`config.mk`:
```
export PLATFORM = sky130hd
export DESIGN_NAME = alu_writeback_flat
export DESIGN_NICKNAME = d
export VERILOG_FILES = /design/src/rtl/alu_wb_pkg.sv /design/src/rtl/alu_writeback_if.sv /design/src/rtl/wb_fifo.sv /design/src/rtl/alu_writeback.sv /design/src/flat_wrapper.sv
export SDC_FILE = /design/constraint.sdc
export NUM_CORES = 1
export LEC_CHECK = 0
export BUFFER_PORTS_ARGS = -buffer_cell sky130_fd_sc_hd__buf_2
export CAP_MARGIN = 20
export CORE_MARGIN = 3
export CORE_UTILIZATION = 50
export CTS_CLUSTER_SIZE = 40
export DETAILED_ROUTE_END_ITERATION = 16
export PLACE_DENSITY = 0.75
export SYNTH_ARGS = -nofsm -noshare
export SYNTH_HDL_FRONTEND = slang
export SYNTH_SLANG_ARGS = --single-unit
```
`constraint.sdc`:
```
create_clock -name clk -period 5.9 [get_ports clk]
set_clock_uncertainty 0.05 [all_clocks]
set_input_delay 0.295 -clock clk [delete_from_list [all_inputs] [get_ports clk]]
set_output_delay 0.295 -clock clk [all_outputs]
set_load 0.1 [all_outputs]
```
`src/rtl/alu_wb_pkg.sv`:
```
// Shared types and constants for the ALU writeback buffer.
// Register-file encodings match the operand-stage rf_signal.
package alu_wb_pkg;

    localparam logic RF_INT = 1'b0;
    localparam logic RF_FP  = 1'b1;

    localparam int XLEN_DEF = 32;

    typedef struct packed {
        logic [XLEN_DEF-1:0] data;
        logic [4:0]          rd;
        logic                rf;
    } entry_t;

    function automatic int cnt_width(input int depth);
        return $clog2(depth) + 1;
    endfunction

endpackage

```
`src/rtl/alu_writeback_if.sv`:
```
// Result handshake from the ALU into the writeback buffer.
// Master is the ALU side, slave is the buffer.
interface alu_writeback_if #(
    parameter int XLEN = 32
);
    logic            res_valid;
    logic            res_ready;
    logic [XLEN-1:0] res_data;
    logic [4:0]      res_rd;
    logic            res_rf;

    modport master (
        output res_valid, res_data, res_rd, res_rf,
        input  res_ready
    );

    modport slave (
        input  res_valid, res_data, res_rd, res_rf,
        output res_ready
    );
endinterface

```
`src/rtl/wb_fifo.sv`:
```
// In-order FIFO with synchronous flush; exposes storage and
// valid bits so the owner can search buffered entries.
module wb_fifo
    import alu_wb_pkg::*;
#(
    parameter  int DEPTH = 4,
    parameter  int WIDTH = 38,
    localparam int PW    = $clog2(DEPTH),
    localparam int CW    = cnt_width(DEPTH)
) (
    input  logic             clk,
    input  logic             rst_n,
    input  logic             push,
    input  logic             pop,
    input  logic             flush,
    input  logic [WIDTH-1:0] din,
    output logic [WIDTH-1:0] mem [DEPTH],
    output logic [DEPTH-1:0] valid,
    output logic [PW-1:0]    rd_ptr,
    output logic [CW-1:0]    count
);

    logic [PW-1:0] wr_ptr;

    always_ff @(posedge clk or negedge rst_n) begin
        if (!rst_n) begin
            rd_ptr <= '0;
            wr_ptr <= '0;
            count  <= '0;
            valid  <= '0;
            for (int i = 0; i < DEPTH; i++) begin
                mem[i] <= '0;
            end
        end else if (flush) begin
            rd_ptr <= '0;
            wr_ptr <= '0;
            count  <= '0;
            valid  <= '0;
        end else begin
            if (push) begin
                mem[wr_ptr]   <= din;
                valid[wr_ptr] <= 1'b1;
                wr_ptr        <= wr_ptr + 1'b1;
            end
            if (pop) begin
                valid[rd_ptr] <= 1'b0;
                rd_ptr        <= rd_ptr + 1'b1;
            end
            case ({push, pop})
                2'b10:   count <= count + 1'b1;
                2'b01:   count <= count - 1'b1;
                default: count <= count;
            endcase
        end
    end

endmodule

```
`src/rtl/alu_writeback.sv`:
```
// Buffers ALU results and drains them in order to the integer
// or FP register-file write port; forwards buffered values.
module alu_writeback
    import alu_wb_pkg::*;
#(
    parameter  int DEPTH = 4,
    parameter  int XLEN  = 32,
    localparam int PW    = $clog2(DEPTH),
    localparam int CW    = cnt_width(DEPTH),
    localparam int W     = XLEN + 6
) (
    input  logic            clk,
    input  logic            rst_n,
    alu_writeback_if.slave  res,
    input  logic            flush,
    input  logic            int_wr_ready,
    output logic            int_we,
    output logic [4:0]      int_waddr,
    output logic [XLEN-1:0] int_wdata,
    input  logic            fp_wr_ready,
    output logic            fp_we,
    output logic [4:0]      fp_waddr,
    output logic [XLEN-1:0] fp_wdata,
    input  logic [4:0]      lookup_rd,
    input  logic            lookup_rf,
    output logic            fwd_valid,
    output logic [XLEN-1:0] fwd_data,
    output logic [CW-1:0]   count
);

    typedef struct packed {
        logic [XLEN-1:0] data;
        logic [4:0]      rd;
        logic            rf;
    } ent_t;

    logic [W-1:0]     mem [DEPTH];
    logic [DEPTH-1:0] valid;
    logic [PW-1:0]    rd_ptr;
    ent_t             head;
    logic             x0;
    logic             push;
    logic             pop;
    logic             has;

    assign res.res_ready = (count != CW'(DEPTH));

    // Integer x0 writes complete the handshake but are never stored.
    assign x0   = (res.res_rf == RF_INT) && (res.res_rd == 5'd0);
    assign push = res.res_valid && res.res_ready && !x0;

    wb_fifo #(
        .DEPTH (DEPTH),
        .WIDTH (W)
    ) u_fifo (
        .clk    (clk),
        .rst_n  (rst_n),
        .push   (push),
        .pop    (pop),
        .flush  (flush),
        .din    ({res.res_data, res.res_rd, res.res_rf}),
        .mem    (mem),
        .valid  (valid),
        .rd_ptr (rd_ptr),
        .count  (count)
    );

    assign head = ent_t'(mem[rd_ptr]);
    assign has  = (count != '0);

    assign int_we = has && !flush && (head.rf == RF_INT) && int_wr_ready;
    assign fp_we  = has && !flush && (head.rf == RF_FP) && fp_wr_ready;
    assign pop    = int_we || fp_we;

    assign int_waddr = head.rd;
    assign int_wdata = head.data;
    assign fp_waddr  = head.rd;
    assign fp_wdata  = head.data;

    // Walk oldest to youngest so the last hit is the youngest match.
    logic [PW-1:0] idx;
    ent_t          e;

    always_comb begin
        fwd_valid = 1'b0;
        fwd_data  = '0;
        idx       = '0;
        e         = '0;
        for (int i = 0; i < DEPTH; i++) begin
            idx = rd_ptr + PW'(i);
            e   = ent_t'(mem[idx]);
            if (valid[idx] && e.rd == lookup_rd && e.rf == lookup_rf) begin
                fwd_valid = 1'b1;
                fwd_data  = e.data;
            end
        end
        if (flush || (lookup_rf == RF_INT && lookup_rd == 5'd0)) begin
            fwd_valid = 1'b0;
            fwd_data  = '0;
        end
    end

endmodule

```
`src/flat_wrapper.sv`:
```
// flat-port wrapper written by rule: the top's interface ports become plain ports
module alu_writeback_flat import alu_wb_pkg::*;
#(
    parameter  int DEPTH = 4,
    parameter  int XLEN  = 32,
    localparam int PW    = $clog2(DEPTH),
    localparam int CW    = cnt_width(DEPTH),
    localparam int W     = XLEN + 6
)
  (clk, rst_n, flush, int_wr_ready, int_we, int_waddr, int_wdata, fp_wr_ready, fp_we, fp_waddr, fp_wdata, lookup_rd, lookup_rf, fwd_valid, fwd_data, count, res_res_valid, res_res_data, res_res_rd, res_res_rf, res_res_ready);
  alu_writeback_if #(.XLEN(XLEN)) res_i ();
  input  logic clk;
  input  logic rst_n;
  input  logic flush;
  input  logic int_wr_ready;
  output logic int_we;
  output logic [4:0] int_waddr;
  output logic [XLEN-1:0] int_wdata;
  input  logic fp_wr_ready;
  output logic fp_we;
  output logic [4:0] fp_waddr;
  output logic [XLEN-1:0] fp_wdata;
  input  logic [4:0] lookup_rd;
  input  logic lookup_rf;
  output logic fwd_valid;
  output logic [XLEN-1:0] fwd_data;
  output logic [CW-1:0] count;
  input wire logic [$bits(res_i.res_valid)-1:0] res_res_valid;
  input wire logic [$bits(res_i.res_data)-1:0] res_res_data;
  input wire logic [$bits(res_i.res_rd)-1:0] res_res_rd;
  input wire logic [$bits(res_i.res_rf)-1:0] res_res_rf;
  output wire logic [$bits(res_i.res_ready)-1:0] res_res_ready;
  assign res_i.res_valid = res_res_valid;
  assign res_i.res_data = res_res_data;
  assign res_i.res_rd = res_res_rd;
  assign res_i.res_rf = res_res_rf;
  assign res_res_ready = res_i.res_ready;
  alu_writeback #(.DEPTH(DEPTH), .XLEN(XLEN)) u_core (.clk(clk), .rst_n(rst_n), .res(res_i), .flush(flush), .int_wr_ready(int_wr_ready), .int_we(int_we), .int_waddr(int_waddr), .int_wdata(int_wdata), .fp_wr_ready(fp_wr_ready), .fp_we(fp_we), .fp_waddr(fp_waddr), .fp_wdata(fp_wdata), .lookup_rd(lookup_rd), .lookup_rf(lookup_rf), .fwd_valid(fwd_valid), .fwd_data(fwd_data), .count(count));
endmodule
```
; Yosys cells after proc, flatten, opt, wreduce, memory -nomap -nowiden
; Index checks and enable logic that the tools add are counted.
[word_totals]
ff_bits = 163
word_cells = 128
input_bits = 50
[classes]
n_addsub = 6
n_eq_ne = 11
reduce_logical = 31
muxes = 47
magnitude_cmp = 13
bitwise = 12
[op_table]
columns = op, count
row1 = two-way mux 38 bit, 9
row2 = binary-select mux 38 bit (select 2 bit), 4
row3 = two-way mux 32 bit, 5
row4 = bitwise mux 152 bit, 1
row5 = demux 38 bit (select 2 bit), 1
row6 = equality test 5 bit, 4
row7 = logical AND 1 bit, 20
row8 = two-way mux 4 bit, 4
row9 = "greater-or-equal comparator 3 bit, second input constant", 5
row10 = "less-than comparator 2 x 3 -> 1 bit, second input constant", 5
row11 = inverter 2 -> 3 bit, 5
row12 = two-way mux 1 bit, 11
row13 = logical NOT 5 bit, 2
row14 = binary-select mux 1 bit (select 2 bit), 4
row15 = two-way mux 2 bit, 4
row16 = case mux 3 bit (2 select lines), 1
row17 = nonzero test 3 bit, 2
row18 = "adder 2 x 1 -> 2 bit, second input constant", 2
row19 = "adder 2 bit, second input constant", 2
row20 = AND 4 bit, 1
row21 = demux 1 bit (select 2 bit), 2
row22 = equality test 1 bit, 4
row23 = "greater-or-equal comparator 2 x 1 -> 1 bit, second input constant", 2
row24 = inverter 1 bit, 4
row25 = other kinds (13), 16

; Depth between registers and ports, before layout
; Gate-level depths: netlist of run 1.
[depth]
depth_word = 12
ltp_mapped = 17
ltp_nobuf = 8

; By module
; Synthesis of run 1 repeated with hierarchy kept, for this count alone.
[hier_totals]
hier_cells = 1094
hier_area_um2 = 11782.6
[by_module_without_submodules]
columns = mod, area_per_inst_um2, cells_each, n_inst
row1 = wb_fifo, 6511.2, 379, 1
row2 = alu_writeback, 5271.3, 715, 1

; Least setup slack after synthesis of run 1
; OpenSTA, ideal clock, no wires.
[synth_timing]
kind = register to output
start = reg u_core.u_fifo.rd_ptr[1]
end = out fwd_data[10]
arrival_ps = 6178
setup_slack_ps = -623
stages_incl_launch_ff = 16
required_ps = 5555
cell_sequence = dfrtp_1 -> buf_2 -> buf_2 -> buf_4 -> buf_2 -> buf_1 -> inv_1 -> ha_1 -> buf_6 -> mux4_2 -> xnor2_1 -> nand2_1 -> a2111oi_4 -> buf_2 -> a211oi_1 -> a211oi_1
[synth_between]
elab_chain_len = 12
word_cells_on_any_way = 48
classes_between = 3 x add/sub / 8 x eq/ne / 25 x mux / 4 x bitwise / 8 x reduce/logical
[synth_lines]
columns = element, line_no
row1 = start: declaration, wb_fifo.sv:19  ; output logic [PW-1:0] rd_ptr,
row2 = start signal: assignment, wb_fifo.sv:47  ; rd_ptr <= rd_ptr + 1'b1;
row3 = adder 2 x 1 -> 2 bit or inverter 2 -> 3 bit (tied branches), "alu_writeback.sv:90, alu_writeback.sv:91"
row4 = inverter 2 -> 3 bit (not written as such) or binary-select mux 38 bit (select 2 bit) (tied branches), alu_writeback.sv:91  ; e = ent_t'(mem[idx]);
row5 = binary-select mux 38 bit (select 2 bit) or two-way mux 38 bit (tied branches), alu_writeback.sv:91
row6 = two-way mux 38 bit (not written as such), alu_writeback.sv:91
row7 = two-way mux 38 bit (not written as such) or equality test 5 bit (tied branches), "alu_writeback.sv:91, alu_writeback.sv:92"
row8 = equality test 5 bit or logical AND 1 bit (tied branches), alu_writeback.sv:92  ; if (valid[idx] && e.rd == lookup_rd && e.rf == lookup_rf) begin
row9 = logical AND 1 bit, alu_writeback.sv:92
row10 = logical AND 1 bit or two-way mux 32 bit (tied branches), alu_writeback.sv:92
row11 = two-way mux 32 bit (2 in series), alu_writeback.sv:92
row12 = two-way mux 32 bit *, alu_writeback.sv:92
row13 = two-way mux 32 bit *, alu_writeback.sv:97  ; if (flush || (lookup_rf == RF_INT && lookup_rd == 5'd0)) begin
row14 = end: declaration, flat_wrapper.sv:26  ; output logic [XLEN-1:0] fwd_data;
; Every way passes the cells marked *; elsewhere a longest branch is shown, timed or not. The select of a mux whose other input is x is not followed.

; Worst setup path after layout of run 1
[layout_timing]
start = reg u_core.u_fifo.rd_ptr[1]
end = out fwd_data[14]
; The elaborated chain is that of the path after synthesis.

==> reports/metrics.yaml, run 1 <==
initial_core_util: 0.518
tns_ns: 0
hold_start: "res_res_data[15]"
finalCritPeriodShare: 0.857
ff2ff_setup_slack_ns: 2.68
drive_gt1_frac: 0.574
r2r-end: "u_core.u_fifo.count[1]$_DFFE_PN0P_"
hp-class: "input port to register"
postSynthAreaPerCell_um2: 13.5
post_cts_buffers: 0
root_buffer: "clkbuf_16"
viasPerCell: 6.56
worst_slew_margin_rel: 0.282
numCtsBuffers: 17
start_kind: "register"
firstDrtPassIters: 4
dieWidth_um: 161
syn-num-nets: 946
fillCellCount: 1845
cts_max_level: 4
clock_latency_ns: 0.42
syn_inst: 887
fp.dieH_um: 161
slew_violations: 0
drc: 0
mostFrequentLayoutCells: "161 x buf_2, 161 x dfrtp_1, 157 x mux2_2"
finalWeightedCongestion: 0.855
setup_viol: 0
grt_max_degree: 154
port_buffers: 162
worstMarginPinSlew_ns: 1.08
synth_edf_count: 0
routed_wl_um: 29900
cts_tree: "done"
min_period_ns: 5.06
rsz0062_at_grt: "false"
ys.flop_type: "dfrtp_1"
crit_arrival_ns: 4.71
fp.dieArea_um2: 25800
clk_pin_slew_ns: 0.07
max_freq_mhz: 198
cp_max_fo: 44
postCtsHoldBufs: 1
num_rows: 55
ctsLongestPathBuffers: 2
drtIter0Drc: 681
synthArstFlopShare: 1.00
drv_cap: 0
grt_pass1_vias: 8405
rr_startpoint: "u_core.u_fifo.rd_ptr[0]$_DFFE_PN0P_"
synth-seq-cells: 163
yosysWarnings: 0
hold_viol_final: 0
core-area_um2: 23100
ctsResizeCount: 0
path_class: "register to primary output"
vias: 8485
wire_per_inst_um: 23.1
grt_overflow: 0
io_pins: 163
syn_area_um2: 12000
outcome: "finished, final reports clean"
ant_nets: 0
worstPathRequired_ns: 5.56
antenna_found_initial: 2
grt_pass1_wl_um: 48100
final_nets: 1025
grtUsageTotal: 0.234
end_kind: "primary output"
dp_hpwl_um: 18900
worstHoldPathCells: 2
synth_cell_types: 46
cts_sinks: 163
syn2layout_area_growth_pct: 12.5
whs_endpoint: "u_core.u_fifo.mem[59]$_DFFE_PN0P_"
seq_area_frac_synth: 0.341
reg2reg_depth: 8
-- worst max-delay path, stage by stage, from the launching register on --
cell       delay (ns)
dfrtp_4          0.62
inv_1            0.18
ha_4             0.64
mux4_2           0.58
xnor2_1          0.18
nand2_1          0.11
a2111oi_4        0.37
buf_4            0.52
mux2i_1          0.18
a211oi_2         0.33
buf_2            0.49
-- through the flow --
stage                     worst slack, ns   util  hold slack, ns  area (um2)  std cells
after global routing                0.548  0.583          0.0869       13500       1293
after floorplan                     0.328      -         -0.0506       12100        887
final                               0.843  0.583          0.0877       13500       1293
after CTS                           0.843  0.582          0.0742       13400       1291
after detailed placement             1.32  0.557           0.356       12800       1258
after global placement               1.33  0.557           0.357       12800       1258
-- synthesized netlist by cell type, types with 2 or more instances --
cell type	instances	area share
nor3_1	35	0.015
buf_4	40	0.025
buf_6	3	0.0028
nor2_1	14	0.0044
nand2_1	6	0.0019
mux2_2	157	0.15
nor4_1	3	0.0016
mux2i_1	36	0.030
xnor2_1	21	0.015
mux4_2	143	0.27
buf_2	41	0.017
ha_1	8	0.0084
a211oi_1	53	0.033
inv_1	5	0.0016
nand3b_1	21	0.013
buf_1	6	0.0019
xor2_1	15	0.011
a32oi_1	2	0.0015
nor4b_1	12	0.0088
a21oi_1	2	0.00084
nand3_1	3	0.0013
o21ai_0	35	0.015
clkbuf_1	35	0.011
dfrtp_1	163	0.34
nand2b_1	4	0.0021
a22oi_1	4	0.0025
-- final cells by class --
cell class	instances	area [um2]	share of cell area
multi-input cells	593	7350	0.547
flip-flops and latches	163	4090	0.304
repair buffers	185	1020	0.0762
clock buffers	19	443	0.0329
well taps	313	392	0.0291
clock inverters	13	125	0.00930
inverters	6	22.5	0.00167
diodes	1	2.50	0.000186
-- registers in the layout (all words and copies together), names as in the netlist --
name and cells:
u_core.u_fifo.mem 152, u_core.u_fifo.valid 4, u_core.u_fifo.count 3, u_core.u_fifo.rd_ptr 2
u_core.u_fifo.wr_ptr 2
-- routing by layer --
metal  vias up  GRT usage  part of all wire
met5         -          0           0.00044
met3        42     0.0379             0.058
met1      4486      0.335              0.43
li1       3661          -                 -
met2       294      0.375              0.50
met4         2     0.0675             0.017
-- worst max-delay path by stage --
stage	depth (start not counted)	to	slack, ns	from
after floorplan	8	u_core.u_fifo.count[2]$_DFFE_PN0P_	0.33	u_core.u_fifo.count[1]$_DFFE_PN0P_
after global placement	9	fwd_data[5]	1.33	u_core.u_fifo.rd_ptr[0]$_DFFE_PN0P_
after detailed placement	9	fwd_data[5]	1.32	u_core.u_fifo.rd_ptr[0]$_DFFE_PN0P_
after CTS	9	fwd_data[5]	0.84	u_core.u_fifo.rd_ptr[0]$_DFFE_PN0P_
after global routing	9	fwd_data[4]	0.55	u_core.u_fifo.rd_ptr[0]$_DFFE_PN0P_
final	10	fwd_data[14]	0.84	u_core.u_fifo.rd_ptr[1]$_DFFE_PN0P_
-- logic make-up (layout without fill, tap and decap cells) --
family	Yosys count	in the layout	share of synthesized area
AOI/OAI and AO/OA	105	105	0.0616
buffers and inverters	131	223	0.0599
muxes	336	336	0.448
DFF	163	163	0.341
other	0	1	0
xor gates and xnor gates	36	36	0.0264
adders and majority gates	9	9	0.0101
and+or+nand+nor	107	107	0.0533
Power of run 1 is left out: the tool's default activity adds up to more than one toggle a clock period on the data nets, which glitch-free logic cannot reach.
==> run 2, diff against run 1 <==
--- a/config.mk
+++ b/config.mk
@@ -6,12 +6,12 @@
 export NUM_CORES = 1
 export LEC_CHECK = 0
 export BUFFER_PORTS_ARGS = -buffer_cell sky130_fd_sc_hd__buf_2
-export CAP_MARGIN = 20
+export CAP_MARGIN = 40
 export CORE_MARGIN = 3
-export CORE_UTILIZATION = 50
+export CORE_UTILIZATION = 45
 export CTS_CLUSTER_SIZE = 40
 export DETAILED_ROUTE_END_ITERATION = 16
-export PLACE_DENSITY = 0.75
+export PLACE_DENSITY = 0.69
 export SYNTH_ARGS = -nofsm -noshare
 export SYNTH_HDL_FRONTEND = slang
 export SYNTH_SLANG_ARGS = --single-unit
==> constraint.sdc (replaced) <==
create_clock -name clk -period 5.9 [get_ports clk]
set_clock_uncertainty 0.05 [all_clocks]
set_input_delay 0.295 -clock clk [delete_from_list [all_inputs] [get_ports clk]]
set_output_delay 0.295 -clock clk [all_outputs]
set_load 0.02 [all_outputs]
==> run 2 against run 1 <==
  * Global-route usage fell by 2.3 points
  * Critical path type unchanged
  * Final cell count grew 1.7%
  * Clock-buffer cell count increased by 1
  * Maximum frequency is 0.56% higher
  * Non-clock buffer count is 1 lower
  * Final area shrank 0.47%
  * Via count grew 0.33%
  * Register-to-register slack better by 0.25 ns
  * Die area increased by 11%
  * First-iteration DRC count shrank 18%
==> reports/metrics.yaml, run 2 (same netlist as run 1, synthesis figures left out) <==
outcome: "finished, final reports clean"  # unchanged
place_area_um2: 12800  # about the same
path_delay_family: "compound AO/OA/AOI/OAI gates"  # was buffers and inverters
grt_overflow: 0  # unchanged
post_cts_buffers: 0  # unchanged
viasPerCell: 6.47  # was 6.56
ctsLongestPathBuffers: 2  # unchanged
num_rows: 59  # was 55
drv_cap: 0  # unchanged
largest_reg_flops: 152  # unchanged
io_pins: 163  # unchanged
root_buffer: "clkbuf_16"  # unchanged
cts_sinks: 163  # unchanged
cp.depth: 10  # unchanged
r2r-end: "u_core.u_fifo.mem[52]$_DFFE_PN0P_"  # was u_core.u_fifo.count[1]$_DFFE_PN0P_
slowest_stage: "ha_4"  # unchanged
ff2ff_setup_slack_ns: 2.93  # was 2.68 ns
firstDrtPassIters: 5  # was 4
hp-class: "input port to register"  # unchanged
endpoint: "fwd_data[30]"  # was fwd_data[14]
end_kind: "primary output"  # unchanged
min_period_ns: 5.03  # was 5.06 ns
fp.dieH_um: 169  # was 161 um
initial_core_util: 0.459  # was 0.518
hold_start: "res_res_data[11]"  # was res_res_data[15]
syn2layout_area_growth_pct: 12.0  # was 12.5%
mostFrequentLayoutCells: "161 x buf_2, 161 x dfrtp_1, 157 x mux2_2"  # unchanged
routed_wl_um: 30300  # was 29,900 um
final_nets: 1024  # was 1,025
drive_gt1_frac: 0.540  # was 0.574
vias: 8513  # was 8,485
start_kind: "register"  # unchanged
top_register: "u_core.u_fifo.mem"  # unchanged
worst_slew_margin_rel: 0.368  # was 0.282
ant_nets: 0  # unchanged
finalCritPeriodShare: 0.852  # was 0.857
dp_hpwl_um: 19300  # was 18,900 um
drtIter0Drc: 557  # was 681
drc: 0  # unchanged
wire_per_inst_um: 23.0  # was 23.1 um
hold_viol_final: 0  # unchanged
path_class: "register to primary output"  # unchanged
fp.dieArea_um2: 28600  # was 25,800 um2
finalWeightedCongestion: 0.777  # was 0.855
grtUsageTotal: 0.212  # was 0.234
crit_path_cell_trace: "clkinv_1 -> ha_4 -> mux4_2 -> xor2_1 -> nor2_1 -> o211a_2 -> buf_12 -> nor3_1 -> a211oi_1 -> buf_2"  # was inv_1 -> ha_4 -> mux4_2 -> xnor2_1 -> nand2_1 -> a2111oi_4 -> buf_4 -> mux2i_1 -> a211oi_2 -> buf_2
worstPathRequired_ns: 5.56  # about the same
cellPowerDensity_nw_per_um2: 514
clk_pin_slew_ns: 0.07  # about the same
largestRegisters: "u_core.u_fifo.mem (152), u_core.u_fifo.valid (4), u_core.u_fifo.count (3)"  # unchanged
cts_tree: "done"  # unchanged
critPathBufInv: 3  # unchanged
whs_ns: 0.0789  # was 0.0877 ns
antenna_found_initial: 4  # was 2
grt_pass1_wl_um: 47400  # was 48,100 um
setup_viol: 0  # unchanged
leakage_nw: 5.24
utilization: 0.514  # was 0.583
max_freq_mhz: 199  # was 198 MHz
worstMarginPinSlew_ns: 0.949  # was 1.08 ns
numCtsBuffers: 17  # unchanged
rr_startpoint: "u_core.u_fifo.count[0]$_DFFE_PN0P_"  # was u_core.u_fifo.rd_ptr[0]$_DFFE_PN0P_
grt_pass1_vias: 8233  # was 8,405
dieWidth_um: 169  # was 161 um
max_stage_delay_ns: 0.73  # was 0.64 ns
final_area_um2: 13400  # was 13,500 um2
grt_max_degree: 132  # was 154
cts_max_level: 4  # unchanged
reg2reg_depth: 6  # was 8
clock_latency_ns: 0.43  # was 0.42 ns
rsz0062_at_grt: "false"  # unchanged
crit_arrival_ns: 4.68  # was 4.71 ns
slew_violations: 0  # unchanged
cp_max_fo: 40  # was 44
core-area_um2: 26100  # was 23,100 um2
finalPower_w: 0.00688
crit_start: "u_core.u_fifo.rd_ptr[0]$_DFFE_PN0P_"  # was u_core.u_fifo.rd_ptr[1]$_DFFE_PN0P_
tns_ns: 0  # unchanged
peakVddDrop_uv: 287
port_buffers: 162  # unchanged
-- run 2: changes by cell type in the layout (fill, tap and decap cells not counted), moves of 2 or more --
cell / previous run / this run
inv_6: 4 / 2
a211oi_1: 21 / 53
buf_12: 1 / 3
a211oi_2: 32 / 0
buf_16: 1 / 3
clkinv_4: 1 / 3
buf_4: 20 / 15
-- run 2: worst register-to-register path, stage by stage (launching register included) --
cell,delay (ns)
dfrtp_1,0.45
or3b_2,0.50
o311ai_2,0.19
nor2_1,0.23
nand2_2,0.55
buf_4,0.49
mux2_2,0.40
-- run 2: area by class of cell --
type	count	area (um2)
Inverter	6	22.5
Tap cell	335	419
Fill cell	2192	12700
Multi-Input combinational cell	593	7200
Antenna cell	2	5.00
Sequential cell	163	4090
Timing Repair Buffer	184	1080
Clock buffer	20	447
Clock inverter	12	124
-- run 2: through the flow --
step	std cells	worst slack, ns
floorplan	887	1.07
global placement	1277	1.32
detailed placement	1280	1.30
CTS	1313	0.823
global route	1315	0.651
finish	1315	0.871
-- run 2: per-layer routing --
metal | up-vias | track usage | wire length [um]
met2 | 337 | 0.340 | 14900
met5 | - | 0 | 14
met4 | 4 | 0.0614 | 527
met3 | 39 | 0.0315 | 1900
li1 | 3649 | - | -
met1 | 4484 | 0.303 | 13000
-- run 2: where the power goes --
group          switching, W  internal, W
registers          0.000624      0.00161
clock network      0.000486     0.000601
logic               0.00167      0.00189
-- run 2: repair_timing --
action | in CTS | in global routing
endpoints found under the setup margin | 0 | 0
hold endpoints to repair | 89 | 0
hold buffers | 1 | 0
resized for setup | 0 | 0
-- run 2: worst min path at each step --
stage	end	depth (start not counted)
6_report	u_core.u_fifo.mem[93]$_DFFE_PN0P_	2
5_1_grt	u_core.u_fifo.mem[33]$_DFFE_PN0P_	2
4_1_cts	u_core.u_fifo.mem[147]$_DFFE_PN0P_	2
3_5_place_dp	u_core.u_fifo.mem[54]$_DFFE_PN0P_	1
2_1_floorplan	u_core.u_fifo.count[0]$_DFFE_PN0P_	0
3_3_place_gp	u_core.u_fifo.mem[54]$_DFFE_PN0P_	1
(Power assumes the default switching activity.)
==> run 3, diff against run 2 <==
--- a/config.mk
+++ b/config.mk
@@ -11,7 +11,7 @@
 export CORE_UTILIZATION = 45
 export CTS_CLUSTER_SIZE = 40
 export DETAILED_ROUTE_END_ITERATION = 16
-export PLACE_DENSITY = 0.69
+export PLACE_DENSITY = 0.65
 export SYNTH_ARGS = -nofsm -noshare
 export SYNTH_HDL_FRONTEND = slang
 export SYNTH_SLANG_ARGS = --single-unit
==> run 3 against run 2 <==
  * Via count is 1.0% lower
  * Clock power hardly changed
  * Wire length is 0.11% higher
  * Die area stayed put
  * Sequential cell count stayed put
  * Final cell count is 0.30% higher
  * Maximum frequency is 3.1% higher
  * Critical path type unchanged
  * Final area is 0.46% lower
  * Worst setup slack better by 0.15 ns
  * First-iteration DRC count is 39% higher
  * Register-to-register slack worse by 0.23 ns
  * Critical path depth is 1 lower
==> reports/metrics.yaml, run 3 (same netlist as run 1, synthesis figures left out) <==
outcome: "finished, final reports clean"  # unchanged
leakage_nw: 5.25  # was 5.24 nW
grt_max_degree: 85  # was 132
final_nets: 1030  # was 1,024
clock_latency_ns: 0.43  # about the same
wire_per_inst_um: 23.0  # about the same
syn2layout_area_growth_pct: 11.5  # was 12.0%
drtIter0Drc: 777  # was 557
n_antenna_cell: 0  # was 2
grt_pass1_vias: 8296  # was 8,233
grt_overflow: 0  # unchanged
largest_reg_flops: 152  # unchanged
max_stage_delay_ns: 0.78  # was 0.73 ns
ff2ff_setup_slack_ns: 2.70  # was 2.93 ns
drc: 0  # unchanged
finalCritPeriodShare: 0.827  # was 0.852
max_freq_mhz: 205  # was 199 MHz
path_delay_family: "simple AND/OR/NAND/NOR gates"  # was compound AO/OA/AOI/OAI gates
largestRegisters: "u_core.u_fifo.mem (152), u_core.u_fifo.valid (4), u_core.u_fifo.count (3)"  # unchanged
rsz0062_at_grt: "false"  # unchanged
cts_sinks: 163  # unchanged
fp.dieArea_um2: 28600  # unchanged
cellPowerDensity_nw_per_um2: 515  # was 514 nW/um2
core-area_um2: 26100  # unchanged
drive_gt1_frac: 0.544  # was 0.540
vias: 8425  # was 8,513
ant_nets: 0  # unchanged
worstHoldPathCells: 2  # unchanged
worst_slew_margin_rel: 0.440  # was 0.368
io_pins: 163  # unchanged
mostFrequentLayoutCells: "161 x buf_2, 161 x dfrtp_1, 157 x mux2_2"  # unchanged
dp_hpwl_um: 19500  # was 19,300 um
finalWeightedCongestion: 0.795  # was 0.777
r2r-end: "u_core.u_fifo.count[1]$_DFFE_PN0P_"  # was u_core.u_fifo.mem[52]$_DFFE_PN0P_
top_register: "u_core.u_fifo.mem"  # unchanged
port_buffers: 162  # unchanged
hold_viol_final: 0  # unchanged
drv_cap: 0  # unchanged
instances_no_fill: 1319  # was 1,315
critPathBufInv: 3  # unchanged
ff_latch_area_um2: 4090  # unchanged
slowest_stage: "and3_1"  # was ha_4
hold_start: "res_res_data[20]"  # was res_res_data[11]
tns_ns: 0  # unchanged
worstMarginPinSlew_ns: 0.838  # was 0.949 ns
peakVddDrop_uv: 287  # about the same
initial_core_util: 0.459  # unchanged
min_period_ns: 4.88  # was 5.03 ns
antenna_found_initial: 1  # was 4
worstPathRequired_ns: 5.56  # about the same
multiInputGateArea_um2: 7190  # was 7200 um2
crit_arrival_ns: 4.53  # was 4.68 ns
cts_max_level: 4  # unchanged
post_cts_buffers: 0  # unchanged
crit_path_cell_trace: "buf_4 -> mux4_2 -> xor2_1 -> nor4_1 -> and3_1 -> buf_4 -> a211oi_1 -> a211oi_1 -> buf_2"  # was clkinv_1 -> ha_4 -> mux4_2 -> xor2_1 -> nor2_1 -> o211a_2 -> buf_12 -> nor3_1 -> a211oi_1 -> buf_2
cts_tree: "done"  # unchanged
placed_cells: 1285  # was 1,280
slew_violations: 0  # unchanged
ctsLongestPathBuffers: 2  # unchanged
rr_startpoint: "u_core.u_fifo.rd_ptr[0]$_DFFE_PN0P_"  # was u_core.u_fifo.count[0]$_DFFE_PN0P_
grtUsageTotal: 0.214  # was 0.212
hp-class: "input port to register"  # unchanged
path_class: "register to primary output"  # unchanged
numCtsBuffers: 17  # unchanged
reg2reg_depth: 8  # was 6
num_rows: 59  # unchanged
viasPerCell: 6.39  # was 6.47
root_buffer: "clkbuf_16"  # unchanged
fillCellCount: 2280  # was 2,192
end_kind: "primary output"  # unchanged
start_kind: "register"  # unchanged
routed_wl_um: 30300  # about the same
fp.dieH_um: 169  # unchanged
dieWidth_um: 169  # unchanged
clk_pin_slew_ns: 0.07  # about the same
setup_viol: 0  # unchanged
firstDrtPassIters: 5  # unchanged
cp_max_fo: 46  # was 40
whs_endpoint: "u_core.u_fifo.mem[64]$_DFFE_PN0P_"  # was u_core.u_fifo.mem[93]$_DFFE_PN0P_
grt_pass1_wl_um: 48100  # was 47,400 um
run 3: cell count changes in the layout (fill, tap and decap cells not counted), moves of 2 or more:
cell and delta:
clkbuf_1 -2, buf_12 -3, inv_6 +6, diode_2 -2, buf_4 +10, buf_16 -2
clkinvlp_4 -2
run 3: layer usage:
layer,wire (um),global-route usage,vias up
li1,-,-,3673
met1,13400,0.307,4431
met2,14900,0.341,283
met3,1630,0.0376,36
met4,420,0.0526,2
met5,20,0,-
run 3: how the worst max path moves through the flow:
stage / start / to / slack [ns] / cells after the start
after CTS: u_core.u_fifo.rd_ptr[0]$_DFFE_PN0P_ / fwd_data[25] / 0.86 / 9
after global routing: u_core.u_fifo.rd_ptr[0]$_DFFE_PN0P_ / fwd_data[25] / 0.79 / 9
after detailed placement: u_core.u_fifo.rd_ptr[0]$_DFFE_PN0P_ / fwd_data[25] / 1.33 / 9
final: u_core.u_fifo.rd_ptr[0]$_DFFE_PN0P_ / fwd_data[25] / 1.02 / 9
after floorplan: u_core.u_fifo.rd_ptr[1]$_DFFE_PN0P_ / fwd_data[10] / 1.07 / 15
after global placement: u_core.u_fifo.rd_ptr[0]$_DFFE_PN0P_ / fwd_data[25] / 1.33 / 9
run 3: layout make-up:
cell class	count	area share
clock buffers	18	0.0330
well taps	335	0.0315
inverters	6	0.00169
multi-input cells	593	0.539
repair buffers	190	0.0791
clock inverters	14	0.00873
flip-flops and latches	163	0.307
run 3: what timing repair did:
item,in CTS,in global routing
gates resized for setup,0,0
hold endpoints to repair,82,0
hold buffers,1,0
endpoints found under the setup margin,0,0
run 3: power breakdown:
part           internal [W]  switching, W
clock              0.000564      0.000501
combinational       0.00190       0.00169
sequential          0.00161      0.000600
total               0.00407       0.00279
run 3: stage by stage:
step / power (W) / utilization / hold WS (ns) / setup slack (ns) / area [um2]
6_report: 0.00686 / 0.511 / 0.0875 / 1.02 / 13300
2_1_floorplan: 0.00511 / - / -0.0506 / 1.07 / 12000
3_5_place_dp: 0.00581 / 0.489 / 0.377 / 1.33 / 12700
4_1_cts: 0.00689 / 0.511 / 0.0717 / 0.865 / 13300
5_1_grt: 0.00727 / 0.511 / 0.0755 / 0.789 / 13300
3_3_place_gp: 0.00572 / 0.488 / 0.366 / 1.33 / 12700
